$ cat src/rtl/spram_req_adapter.sv
// Valid/ready front end for a single-port synchronous RAM: forwards requests to the
// RAM's registered-address port and queues read data in a 3-entry response FIFO.
module spram_req_adapter (
    input  logic        clk,
    input  logic        rst_n,
    input  logic        req_valid,
    output logic        req_ready,
    input  logic        req_write,
    input  logic [14:0] req_addr,
    input  logic [7:0]  req_wdata,
    output logic        rsp_valid,
    input  logic        rsp_ready,
    output logic [7:0]  rsp_data,
    output logic [14:0] ram_addr,
    output logic        ram_write_enable,
    output logic [7:0]  ram_data_in,
    input  logic [7:0]  ram_data_out
);

    localparam int unsigned DEPTH = 3;

    logic       inflight;
    logic [1:0] count;
    logic [1:0] rd_ptr;
    logic [1:0] wr_ptr;
    logic [7:0] fifo_mem [0:DEPTH-1];

    logic [2:0] credits_used;
    logic       read_accept;
    logic       push;
    logic       pop;

    function automatic logic [1:0] next_ptr(input logic [1:0] ptr);
        return (ptr == 2'(DEPTH - 1)) ? 2'd0 : ptr + 2'd1;
    endfunction

    // A read in flight already owns a FIFO slot, so it counts against the credit.
    assign credits_used = {1'b0, count} + {2'b00, inflight};
    assign req_ready    = rst_n & (req_write | (credits_used < 3'(DEPTH)));
    assign read_accept  = req_valid & req_ready & ~req_write;

    assign ram_addr         = req_addr;
    assign ram_data_in      = req_wdata;
    assign ram_write_enable = rst_n & req_valid & req_ready & req_write;

    assign push      = inflight;
    assign rsp_valid = (count != 2'd0);
    assign pop       = rsp_valid & rsp_ready;
    assign rsp_data  = fifo_mem[rd_ptr];

    // NOTE: sequential state uses non-blocking assignments so every register samples
    // pre-edge values, independent of the order the always blocks are evaluated in.
    always_ff @(posedge clk or negedge rst_n) begin
        if (!rst_n) begin
            inflight <= 1'b0;
            count    <= 2'd0;
            rd_ptr   <= 2'd0;
            wr_ptr   <= 2'd0;
        end else begin
            inflight <= read_accept;
            if (push) wr_ptr <= next_ptr(wr_ptr);
            if (pop)  rd_ptr <= next_ptr(rd_ptr);
            case ({push, pop})
                2'b10:   count <= count + 2'd1;
                2'b01:   count <= count - 2'd1;
                default: count <= count;
            endcase
        end
    end

    // NOTE: the data array is deliberately left out of reset; count/rsp_valid gate
    // every read of it, so clearing it would only cost reset fan-out.
    always_ff @(posedge clk) begin
        if (push) fifo_mem[wr_ptr] <= ram_data_out;
    end

    overflow_check: assert property (@(posedge clk) disable iff (!rst_n)
        !(push && !pop && count == 2'(DEPTH)));

endmodule

$ cat config.mk
export PLATFORM = sky130hd
export DESIGN_NAME = spram_req_adapter
export DESIGN_NICKNAME = d
export VERILOG_FILES = /design/src/rtl/spram_req_adapter.sv
export SDC_FILE = /design/constraint.sdc
export NUM_CORES = 1
export LEC_CHECK = 0
export ABC_CLOCK_PERIOD_IN_PS = 2050
export CAP_MARGIN = 30
export CORE_MARGIN = 2
export CORE_UTILIZATION = 25
export CTS_BUF_LIST = sky130_fd_sc_hd__clkbuf_8 sky130_fd_sc_hd__clkbuf_16
export DETAILED_ROUTE_END_ITERATION = 8
export HOLD_SLACK_MARGIN = 0.12
export PLACE_DENSITY = 0.58
export SLEW_MARGIN = 15
export SYNTH_ARGS = -nofsm -noshare
export SYNTH_HDL_FRONTEND = slang
export SYNTH_SLANG_ARGS = --single-unit
$ cat constraint.sdc
create_clock -name clk -period 2.05 [get_ports clk]
set_input_delay 0.5125 -clock clk [delete_from_list [all_inputs] [get_ports clk]]
set_output_delay 0.5125 -clock clk [all_outputs]
set_load 0.02 [all_outputs]
==> impl_metrics.env, run 1 <==
export IMPL_yosys_warnings=0
export IMPL_layout_nets=163
export IMPL_worst_pin_slew_ps=326
export IMPL_ys_ff_latch=31
export IMPL_cp_start_kind="flip-flop"
export IMPL_place_gp_congestion=0.697
export IMPL_fp_dieW_um=79.3
export IMPL_final_cell_mix="edfxtp_1 (24), buf_4 (13), clkdlybuf4s50_1 (12)"
export IMPL_tns_ps=0
export IMPL_worstPathMaxFanout=2
export IMPL_cts_made_buffers=5
export IMPL_synth_area_leaders="edfxtp_1 (51%), buf_4 (13%), dfrtp_1 (12%)"
export IMPL_antennaDiodeCount=0
export IMPL_final_cells=197
export IMPL_syn_area_um2=1420
export IMPL_outcome="finished, final reports clean"
export IMPL_wirelength_um=2430
export IMPL_avgSynthCellArea_um2=13.2
export IMPL_grt_pass1_wl_um=3910
export IMPL_wl_per_cell_um=12.3
export IMPL_dp_slack_ps=-248
export IMPL_synth_cell_types=23
export IMPL_max_freq_mhz=497
export IMPL_clk_latency_ps=270
export IMPL_ys_seq_area_frac=0.632
export IMPL_fin_crit_ps=2010
export IMPL_fin_crit_sh=0.982
export IMPL_via_per_inst=4.05
export IMPL_synth_top_area_share=0.508
export IMPL_p_per_area_nw_per_um2=1170
export IMPL_grt_use_total=0.0831
export IMPL_grt_pass1_vias=860
export IMPL_drive_gt1_frac=0.200
export IMPL_max_cap_violations=0
export IMPL_drtAntennaViolNets=0
export IMPL_report_final_slew_viol_count=0
export IMPL_cts_sinks=31
export IMPL_post_dp_hpwl_um=1840
export IMPL_drc=0
export IMPL_grt_overflow_total=0
export IMPL_drt_first_iter_violations=20
export IMPL_slew_headroom=0.782
export IMPL_final_common_cell="edfxtp_1"
export IMPL_worstPathArrival_ps=1500
export IMPL_required_ps=1540
export IMPL_vias=798
export IMPL_syn_num_nets=146
export IMPL_ctsHoldBuffers=0
export IMPL_hold_class="flip-flop to flip-flop"
export IMPL_hold_violations=0
export IMPL_fin_skew_ps=4.20
export IMPL_ctsHtreeMaxLevel=2
export IMPL_ir_drop_mv=0.524
export IMPL_worst_slack_ps=37.8
export IMPL_numPlacedInstances=188
export IMPL_p_leak_nw=0.685
export IMPL_io_pins=70
export IMPL_antenna_found_initial=0
export IMPL_die_area_um2=6290
export IMPL_die_y_um=79.3
export IMPL_nFillCells=559
export IMPL_crit_type="flip-flop to primary output"
export IMPL_dr_pass1_iters=4
export IMPL_row_count=27
export IMPL_synth_cells=107
export IMPL_io_buffers=23
export IMPL_grt_start_max_net_pins=11
export IMPL_ctsLongestPathBuffers=2
export IMPL_endpoint_kind="primary output"
export IMPL_setup_viol=0
export IMPL_cts_tree="done"
export IMPL_yosysTopAreaCell="edfxtp_1"
export IMPL_initial_utilization=0.257
export IMPL_areaGrowthSynthToFinish_pct=22.4
export IMPL_coreArea_um2=5510
export IMPL_clkTransAtPathRegs_ps=60
export IMPL_root_buffer="clkbuf_8"
## registers in the layout (all words and copies together) (netlist names)
| name | flops |
|---|---|
| fifo_mem | 24 |
| count | 2 |
| inflight | 1 |
| wr_ptr | 2 |
| rd_ptr | 2 |
## final timing paths
kind / from / endpoint / slack [ps] / depth (start not counted)
worst min register to register: wr_ptr[1]$_DFFE_PN0P_ / wr_ptr[1]$_DFFE_PN0P_ / 530 / 1
worst min-delay path: wr_ptr[1]$_DFFE_PN0P_ / wr_ptr[1]$_DFFE_PN0P_ / 530 / 1
worst max register to register: count[1]$_DFFE_PN0P_ / count[1]$_DFFE_PN0P_ / 520 / 6
max in group asynchronous: rst_n / wr_ptr[1]$_DFFE_PN0P_ / 1350 / 2
min in group asynchronous: rst_n / count[0]$_DFFE_PN0P_ / 570 / 2
worst max-delay path: count[0]$_DFFE_PN0P_ / req_ready / 40 / 5
## per-stage QoR
step	util	hold WS (ps)	area, um2	total power [mW]
final	0.315	534	1740	2.04
after global routing	0.315	563	1740	2.18
after CTS	0.311	543	1710	2.04
after detailed placement	0.297	528	1640	1.66
after global placement	0.297	500	1640	1.63
after floorplan	-	217	1420	1.36
## worst max-delay path: stages (launching register included)
cell     delay, ps
dfrtp_1        390
ha_2           210
ha_4           260
a21oi_2         50
o21a_1         190
buf_6          130
## layout make-up
class                           instances  area [um2]  share of cell area
Multi-Input combinational cell         48         343               0.198
Tap cell                               72        90.1              0.0519
Clock buffer                            5        68.8              0.0397
Timing Repair Buffer                   36         318               0.183
Inverter                                2        7.51             0.00433
Clock inverter                          3        12.5             0.00721
Sequential cell                        31         896               0.516
## timing repair
action,in CTS,in global routing
hold endpoints to repair,0,0
setup buffers,0,1
gates resized for setup,18,2
pin swaps,1,3
setup endpoints to repair,11,2
## synthesized netlist by cell type (all sizes together)
cell type,n
xor2,1
or2,1
a21o,3
o21a,1
and3,1
and4b,1
nor3b,1
a21oi,1
xnor2,2
nand2b,1
nor2,2
edfxtp,24
o21ai,10
buf,26
mux2i,8
nand2,10
dfrtp,7
inv,2
ha,3
nor3,2
## cell families (layout without fill, tap and decap cells)
group | after synthesis | in the layout | synth area share
flops | 31 | 31 | 0.632
buf+inv | 28 | 46 | 0.139
simple gates | 19 | 19 | 0.0644
compound gates | 15 | 15 | 0.0627
mux | 8 | 8 | 0.0565
fa+ha+maj | 3 | 3 | 0.0265
xor+xnor | 3 | 3 | 0.0185
## routing by layer
metal  share of wire  track usage  routed length, um  vias up
met5               0            0                  0        -
met4           0.037       0.0552                 91        0
met3           0.095       0.0330                230       23
met2            0.48        0.137               1160       42
met1            0.39       0.0871                942      348
li1                -            -                  -      385
## report_power, final
part | switching (mW) | internal (mW) | total, mW | leakage [nW]
Sequential | 0.0504 | 0.768 | 0.818 | 0.304
Clock | 0.193 | 0.227 | 0.420 | 0.0505
Combinational | 0.418 | 0.381 | 0.798 | 0.330
Total | 0.661 | 1.38 | 2.04 | 0.685
Power figures use the tool's default switching activity.
==> inputs of run 2 (changes only) <==
CTS_CLUSTER_SIZE = 10   (was unset)
==> results of run 2 <==
Same layout as run 1: the final DEF is identical, and so are final timing and power.
